$ cat src/rtl/ifu.sv
// Instruction fetch unit: issues sequential fetches, buffers in-order
// responses, hands instruction words to decode and flushes on redirects.
module ifu #(
  parameter int              XLEN       = 64,
  parameter int              INST_WIDTH = 32,
  parameter logic [XLEN-1:0] RESET_PC   = 64'h8000_0000,
  parameter int              DEPTH      = 2
) (
  input  logic                  clk_i,
  input  logic                  rst_n_i,
  output logic                  imem_req_valid_o,
  input  logic                  imem_req_ready_i,
  output logic [XLEN-1:0]       imem_req_addr_o,
  input  logic                  imem_rsp_valid_i,
  input  logic [INST_WIDTH-1:0] imem_rsp_data_i,
  input  logic                  imem_rsp_err_i,
  output logic                  inst_valid_o,
  input  logic                  inst_ready_i,
  output logic [INST_WIDTH-1:0] inst_o,
  output logic [XLEN-1:0]       inst_pc_o,
  output logic                  inst_fault_o,
  input  logic                  redirect_i,
  input  logic [XLEN-1:0]       redirect_pc_i
);

  localparam int PW = (DEPTH > 1) ? $clog2(DEPTH) : 1;
  localparam int CW = $clog2(DEPTH + 1);
  localparam int SW = CW + 2;

  typedef enum logic [1:0] {BOOT, RUN, HALT} state_t;

  state_t          state, state_next;
  logic [XLEN-1:0] fetch_pc, fetch_pc_next;
  logic [XLEN-1:0] rsp_pc, rsp_pc_next;
  logic [CW-1:0]   live, live_next;
  logic [CW-1:0]   drop, drop_next;
  logic [CW-1:0]   count;

  logic [INST_WIDTH-1:0] mem_inst  [DEPTH];
  logic [XLEN-1:0]       mem_pc    [DEPTH];
  logic                  mem_fault [DEPTH];
  logic [PW-1:0]         rd_ptr, wr_ptr;

  logic                  req_fire;
  logic                  pop;
  logic                  push;
  logic [INST_WIDTH-1:0] push_inst;
  logic                  push_fault;
  logic                  flush;
  logic                  inject_fault;
  logic [SW-1:0]         credits_used;

  // Request side: every outstanding or buffered word consumes one credit
  always_comb begin
    credits_used     = SW'(live) + SW'(drop) + SW'(count);
    imem_req_valid_o = (state == RUN) && !redirect_i && (credits_used < SW'(DEPTH));
    imem_req_addr_o  = fetch_pc;
    req_fire         = imem_req_valid_o && imem_req_ready_i;
  end

  // Head of the buffer drives decode directly
  always_comb begin
    inst_valid_o = (count != '0);
    inst_o       = mem_inst[rd_ptr];
    inst_pc_o    = mem_pc[rd_ptr];
    inst_fault_o = mem_fault[rd_ptr];
    pop          = inst_valid_o && inst_ready_i;
  end

  // Next-state logic: redirect overrides everything, then responses and requests
  always_comb begin
    state_next    = state;
    fetch_pc_next = fetch_pc;
    rsp_pc_next   = rsp_pc;
    live_next     = live;
    drop_next     = drop;
    push          = 1'b0;
    push_inst     = imem_rsp_data_i;
    push_fault    = 1'b0;
    flush         = 1'b0;
    inject_fault  = 1'b0;
    if (redirect_i) begin
      flush         = 1'b1;
      fetch_pc_next = redirect_pc_i;
      rsp_pc_next   = redirect_pc_i;
      live_next     = '0;
      drop_next     = drop + live - CW'(imem_rsp_valid_i);
      if (redirect_pc_i[1:0] != 2'b00) begin
        inject_fault = 1'b1;
        state_next   = HALT;
      end else begin
        state_next   = RUN;
      end
    end else begin
      if (state == BOOT) begin
        state_next = RUN;
      end
      if (req_fire) begin
        fetch_pc_next = fetch_pc + XLEN'(4);
        live_next     = live + CW'(1);
      end
      if (imem_rsp_valid_i) begin
        if (drop != '0) begin
          drop_next = drop - CW'(1);
        end else begin
          push        = 1'b1;
          rsp_pc_next = rsp_pc + XLEN'(4);
          live_next   = live + CW'(req_fire) - CW'(1);
          if (imem_rsp_err_i) begin
            push_inst  = '0;
            push_fault = 1'b1;
            state_next = HALT;
            drop_next  = live + CW'(req_fire) - CW'(1);
            live_next  = '0;
          end
        end
      end
    end
  end

  // Control state registers
  always_ff @(posedge clk_i or negedge rst_n_i) begin
    if (!rst_n_i) begin
      state    <= BOOT;
      fetch_pc <= RESET_PC;
      rsp_pc   <= RESET_PC;
      live     <= '0;
      drop     <= '0;
    end else begin
      state    <= state_next;
      fetch_pc <= fetch_pc_next;
      rsp_pc   <= rsp_pc_next;
      live     <= live_next;
      drop     <= drop_next;
    end
  end

  // Instruction buffer; a misaligned redirect leaves exactly one fault entry
  always_ff @(posedge clk_i or negedge rst_n_i) begin
    if (!rst_n_i) begin
      for (int i = 0; i < DEPTH; i++) begin
        mem_inst[i]  <= '0;
        mem_pc[i]    <= '0;
        mem_fault[i] <= 1'b0;
      end
      rd_ptr <= '0;
      wr_ptr <= '0;
      count  <= '0;
    end else if (flush) begin
      rd_ptr <= '0;
      if (inject_fault) begin
        mem_inst[0]  <= '0;
        mem_pc[0]    <= redirect_pc_i;
        mem_fault[0] <= 1'b1;
        wr_ptr       <= PW'(1);
        count        <= CW'(1);
      end else begin
        wr_ptr <= '0;
        count  <= '0;
      end
    end else begin
      if (push) begin
        mem_inst[wr_ptr]  <= push_inst;
        mem_pc[wr_ptr]    <= rsp_pc;
        mem_fault[wr_ptr] <= push_fault;
        wr_ptr            <= wr_ptr + PW'(1);
      end
      if (pop) begin
        rd_ptr <= rd_ptr + PW'(1);
      end
      count <= count + CW'(push) - CW'(pop);
    end
  end

endmodule
$ cat config.mk
export PLATFORM = sky130hd
export DESIGN_NAME = ifu
export DESIGN_NICKNAME = d
export VERILOG_FILES = /design/src/rtl/ifu.sv
export SDC_FILE = /design/constraint.sdc
export NUM_CORES = 1
export LEC_CHECK = 0
export ABC_AREA = 1
export BUFFER_PORTS_ARGS = -buffer_cell sky130_fd_sc_hd__buf_2
export CORE_UTILIZATION = 30
export DETAILED_ROUTE_END_ITERATION = 7
export SYNTH_ARGS = -nofsm -noshare
export SYNTH_HDL_FRONTEND = slang
export SYNTH_SLANG_ARGS = --single-unit
$ cat constraint.sdc
create_clock -name clk_i -period 3.4 [get_ports clk_i]
set_input_delay 0.17 -clock clk_i [delete_from_list [all_inputs] [get_ports clk_i]]
set_output_delay 0.17 -clock clk_i [all_outputs]
set_load 0.03 [all_outputs]
Word level (Yosys, flattened, before mapping)
Index checks and enable logic that the tools add are counted.
W data, S select, Z words.
- register bits: 332
- bits in latches: 0
- bits in writable memories: 0
- memory bits (read-only): 0
- input port bits: 103
- memories: 0
- add/subtract/negate cells: 14
- $mul: 0
- divide/modulo/power cells: 0
- magnitude comparators: 4
- equal/unequal tests: 3
- shift-type cells: 0
- multiplexer cells: 68
- bitwise operators: 3
- reductions and logical operators: 19
- operator list (cell ; number):
    $mux W64 ; 12
    $mux W32 ; 10
    $add A64 B3 Y64 const B ; 2
    $bwmux W128 ; 1
    $mux W128 ; 1
    $bwmux W64 ; 1
    $demux W64 S1 ; 1
    $mux W2 ; 17
    $demux W32 S1 ; 1
    $mux W1 ; 22
    $reduce_bool A2 Y1 ; 7
    $reduce_and A2 Y1 ; 4
    $logic_and A1 B1 Y1 ; 5
    $add A2 B1 Y2 ; 2
    $add A3 B2 Y4 ; 1
    $ge A2 B2 Y1 const B ; 2
    $lt A4 B2 Y1 const B ; 1
    $not A1 Y2 ; 2
    $sub A2 B1 Y2 ; 2
    $sub A2 B1 Y2 const B ; 2
    $add A2 B2 Y3 ; 1
    $reduce_bool A3 Y1 ; 1
    $add A1 B1 Y1 const B ; 2
    $add A2 B1 Y2 const B ; 1
    other kinds (10) ; 10

Depth between registers and ports, before layout
- depth in word-level cells: 11
- mapped depth: 14

Worst setup path before layout
No wires, ideal clock.
- path type: register to register
- start point: register drop[1]
- end point: register drop[0]
- setup time: 0.132 ns
- arrival time: 2.570 ns
- data required time: 3.268 ns
- slack: 0.698 ns
- stages on the path, launching flop included: 15
- path buffers: 2
- clock period less this slack: 2.702 ns
- cell sequence: dfrtp_1 inv_1 fa_1 inv_1 ha_1 nor2_1 nand4_1 buf_2 buf_2 ha_1 inv_1 o21ai_0 nand2_1 o211ai_1 o21ai_0
- word-level cells in the longest chain between the ends: 11
- elaborated cells between the ends (all ways): 14
- classes of those cells: add/sub: 4; order compare: 1; mux: 4; reduce/logical: 5
- ends and longest elaborated chain (what ; RTL line ; RTL):
    from (decl) ; 36 ; logic [CW-1:0] drop, drop_next;
    from (signal assigned) ; 134 ; drop <= drop_next;
    $add A2 B2 Y3 ; 55 ; credits_used = SW'(live) + SW'(drop) + SW'(count);
    $add A3 B2 Y4 ; 55 ;
    $lt A4 B2 Y1 ; 56 ; imem_req_valid_o = (state == RUN) && !redirect_i && (credits_used < SW'(DEPTH));
    $logic_and A1 B1 Y1 ; 56 ;
    $logic_and A1 B1 Y1 ; 58 ; req_fire = imem_req_valid_o && imem_req_ready_i;
    $add A2 B1 Y2 ; 113 ; drop_next = live + CW'(req_fire) - CW'(1);
    $sub A2 B1 Y2 ; 113 ;
    $mux W2 ; 109 ; if (imem_rsp_err_i) begin
    $mux W2 ; 103 ; if (drop != '0) begin
    $mux W2 ; 102 ; if (imem_rsp_valid_i) begin
    $mux W2 ; 82 ; if (redirect_i) begin
Several ways; a longest one is shown, not always the timed one. The select of a mux whose other input is x is not followed.
A chain may end at the register's enable or synchronous reset.

Final worst setup path
- start point: register drop[1]
- end point: register fetch_pc[34], in the netlist imem_req_addr_o[34]
- word-level cells in the longest chain between the ends: 6
- ends and longest elaborated chain (what ; RTL line ; RTL):
    $add A2 B2 Y3 ; 55 ;
    $add A3 B2 Y4 ; 55 ;
    $lt A4 B2 Y1 ; 56 ;
    $logic_and A1 B1 Y1 ; 56 ;
    $logic_and A1 B1 Y1 ; 58 ;
    $reduce_bool A2 Y1 (no source line) ; n/a ;
    to (signal assigned) ; 131 ; fetch_pc <= fetch_pc_next;
    to (decl) ; 33 ; logic [XLEN-1:0] fetch_pc, fetch_pc_next;
Every way passes these cells.

==> out/summary.txt <==
vias in the first global route -> 17,580
CTS root buf -> clkbuf_16
post-route ant nets -> 0
crit share post-route -> 89.08%
switching share of power -> 39.47%
Seq/Total Area, Yosys -> 44.78%
Placer Congestion -> 0.9930
ys flop type -> dfrtp_1
Worst VDD drop -> 0.2592 mV
Detailed Route WL -> 70,800 microns
Clock Pin Slew Worst Setup and Hold Paths -> 0.07 ns
worst setup margin -> 0.3713 ns
DRC viols -> 7
share of layout cells above drive strength 1 -> 13.26%
Placement Cell Area -> 0.02071 sq mm
Sequential Power Share -> 38.2%
Post-DP HPWL -> 52,890 microns
final setup vio count -> 0
Top Family by Delay on Critical Path -> simple AND/OR/NAND/NOR gates
vias -> 18,471
clock network fraction of total power -> 29.8%
vias per cell -> 5.011
combinational fraction of design power -> 32.0%
PD cells -> 664.8 mW/mm^2
arrival time worst endpoint -> 3.50 ns
Num CTS Buffers -> 39
Post-Syn Area -> 0.01856 sq mm
postcts setup bufs -> 0
status -> complete, but fails checks
post-synthesis cell count -> 2,578
CP required -> 3.87 ns
total power -> 15.16 mW
Placement Rows -> 90
TritonCTS clock tree -> yes
crit path max-delay cell type -> fa_1
Fin. Hold Viols -> 0
Die Span Y -> 250.7 microns
Routed WL per cell -> 19.21 microns
Avg Inst Size Synth -> 7.199 sq um
most frequent cells in the layout -> nand2_1 (775), dfrtp_1 (329), inv_1 (312)
R2R setup slack -> 0.37 ns
RSZ-0062 raised after global routing -> no
Worst Tran Pin Value -> 0.9309 ns
I/O Buffers -> 265
Setup CP Type -> flop to flop
Tmin final -> 3.029 ns
CP max FO -> 34
Layout area overhead -> 22.84%
Max Clk Rate -> 0.3302 GHz
Detailed Route Iter0 Violations -> 1,623
Leak Pwr -> 10.78 nW
YS warnings -> 0
Setup TNS -> 0 ns
Worst setup SP type -> flop
Mapped Nets -> 2,692
failing checks -> design-rule violations
Hold Slack -> 0.02796 ns
clk buf depth -> 3
Cell Int Power -> 9.174 mW
grt ovf -> 0
non-filler cells, final -> 3,686
CTS Hold Buffers Added -> 72
Core Area -> 0.06070 sq mm
Cell Chain, Critical Path -> inv_1 -> fa_1 -> inv_1 -> ha_1 -> nor2_1 -> nand4_1 -> nand2_1 -> inv_2 -> nand2_1 -> nand2_1 -> o21bai_1
die area -> 0.06286 sq mm
EDFF count, synth -> 0
Initial Util -> 30.58%
Worst setup EP type -> flop
Most common cell on crit path -> nand2_1
register bit count reported by yosys -> 332
Synth area leaders -> dfrtp_1 (44%), nand2_1 (16%), inv_1 (6.3%)
Yosys cell types -> 46
Clock Sinks -> 332
Layout Utilization -> 37.56%
most common cell after layout, fill and taps aside -> nand2_1
Sw Pwr -> 5.981 mW
Clock Skew -> 0.03740 ns
initial antenna violation count -> 2
top cell type's share of synthesized area -> 44.50%
H-tree Lvls -> 2
CTS resizes -> 0
Final nets -> 2,990
asr flop ratio synth -> 100.0%
Post-Place Cells -> 3,545
largest area contributor in the synthesized netlist -> dfrtp_1
DRT Pass-1 Iters -> 8
fin. max-slew vios -> 0
Place WS -> 0.4092 ns
Die W -> 250.7 microns
Maximum Capacitance Violations -> 0
io pins -> 266
Fill cells -> 6,339
clk_lat worst skew -> 0.59 ns
Crit path buffers/inverters -> 3
cell area after layout -> 0.02280 sq mm
Max-slew headroom -> 37.94%
CP max stage delay -> 0.50 ns
min-delay worst type -> input port to flop
GRT Util Overall -> 22.21%
first-pass GRT wire length -> 106,900 microns
largest net degree at the start of global routing -> 107
[cell usage after synthesis, drive strengths merged, types with 2 or more instances]
library cell and n:
o21ai 382, or2 2, a21o 2, dfstp 2
o31ai 3, nor2 222, o21bai 12, dfrtp 330
inv 318, ha 10, clkbuf 57, nor3 30
nand4 39, and3 2, nand3b 4, xnor2 6
o311ai 3, buf 51, a31oi 6, nand3 157
nand2 777, o221ai 6, xor2 32, o211ai 34
a21oi 50, o22ai 33, a22oi 2
[cells by family (layout without fill, tap and decap cells)]
| family | after synthesis | in the layout | synth area share [%] |
|---|---|---|---|
| buf+inv | 427 | 752 | 9.372 |
| xor+xnor | 38 | 38 | 1.793 |
| fa+ha+maj | 11 | 11 | 0.7821 |
| compound gates | 534 | 534 | 15.58 |
| other cells | 0 | 1 | 0 |
| simple gates | 1236 | 1236 | 27.69 |
| flops | 332 | 332 | 44.78 |
[tightest hold or removal path, cell delays in order]
cell	delay, ns
buf_2	0.08
nand2_1	0.16
o311ai_0	0.14
[layout make-up]
class | count | area (sq um) | share of cell area [%]
multi-input combinational | 1819 | 8513 | 37.35
clock buffer | 56 | 1140 | 5.000
sequential | 332 | 8314 | 36.47
inverter | 319 | 1202 | 5.275
antenna | 1 | 2.502 | 0.01098
clock inverter | 12 | 225.2 | 0.9880
tap | 782 | 978.4 | 4.292
timing repair buffer | 365 | 2420 | 10.62
[power groups by stage]
stage / clock network [mW] / logic (mW) / registers, mW
3_3_place_gp: 0 / 4.77 / 5.82
4_1_cts: 4.60 / 4.88 / 5.78
6_report: 4.51 / 4.85 / 5.79
5_1_grt: 4.75 / 5.37 / 5.92
2_1_floorplan: 0 / 3.12 / 5.83
3_5_place_dp: 0 / 4.79 / 5.84
[final timing paths]
path,to,cells after the start,start
setup / recovery,imem_req_addr_o[34],11,drop[1]
hold / removal,rsp_pc[12],3,redirect_pc_i[12]
setup reg to reg,imem_req_addr_o[34],11,drop[1]
hold reg to reg,imem_req_addr_o[1],2,imem_req_addr_o[1]
max in group asynchronous,rd_ptr,3,rst_n_i
min in group asynchronous,mem_pc[42],2,rst_n_i
[registers in the layout, summed over array words and instances, names as in the netlist, 64 cells and up]
name             flops
mem_pc             128
imem_req_addr_o     64
mem_inst            64
rsp_pc              64
[per-layer routing]
layer / share of wire [%] / GRT usage [%] / up-vias
met5: 0.018 / 0 / -
met4: 4.1 / 9.097 / 2
met3: 6.7 / 4.365 / 135
met2: 45 / 34.58 / 621
met1: 45 / 30.06 / 8774
li1: - / - / 8939
Power figures use the tool's default switching activity.
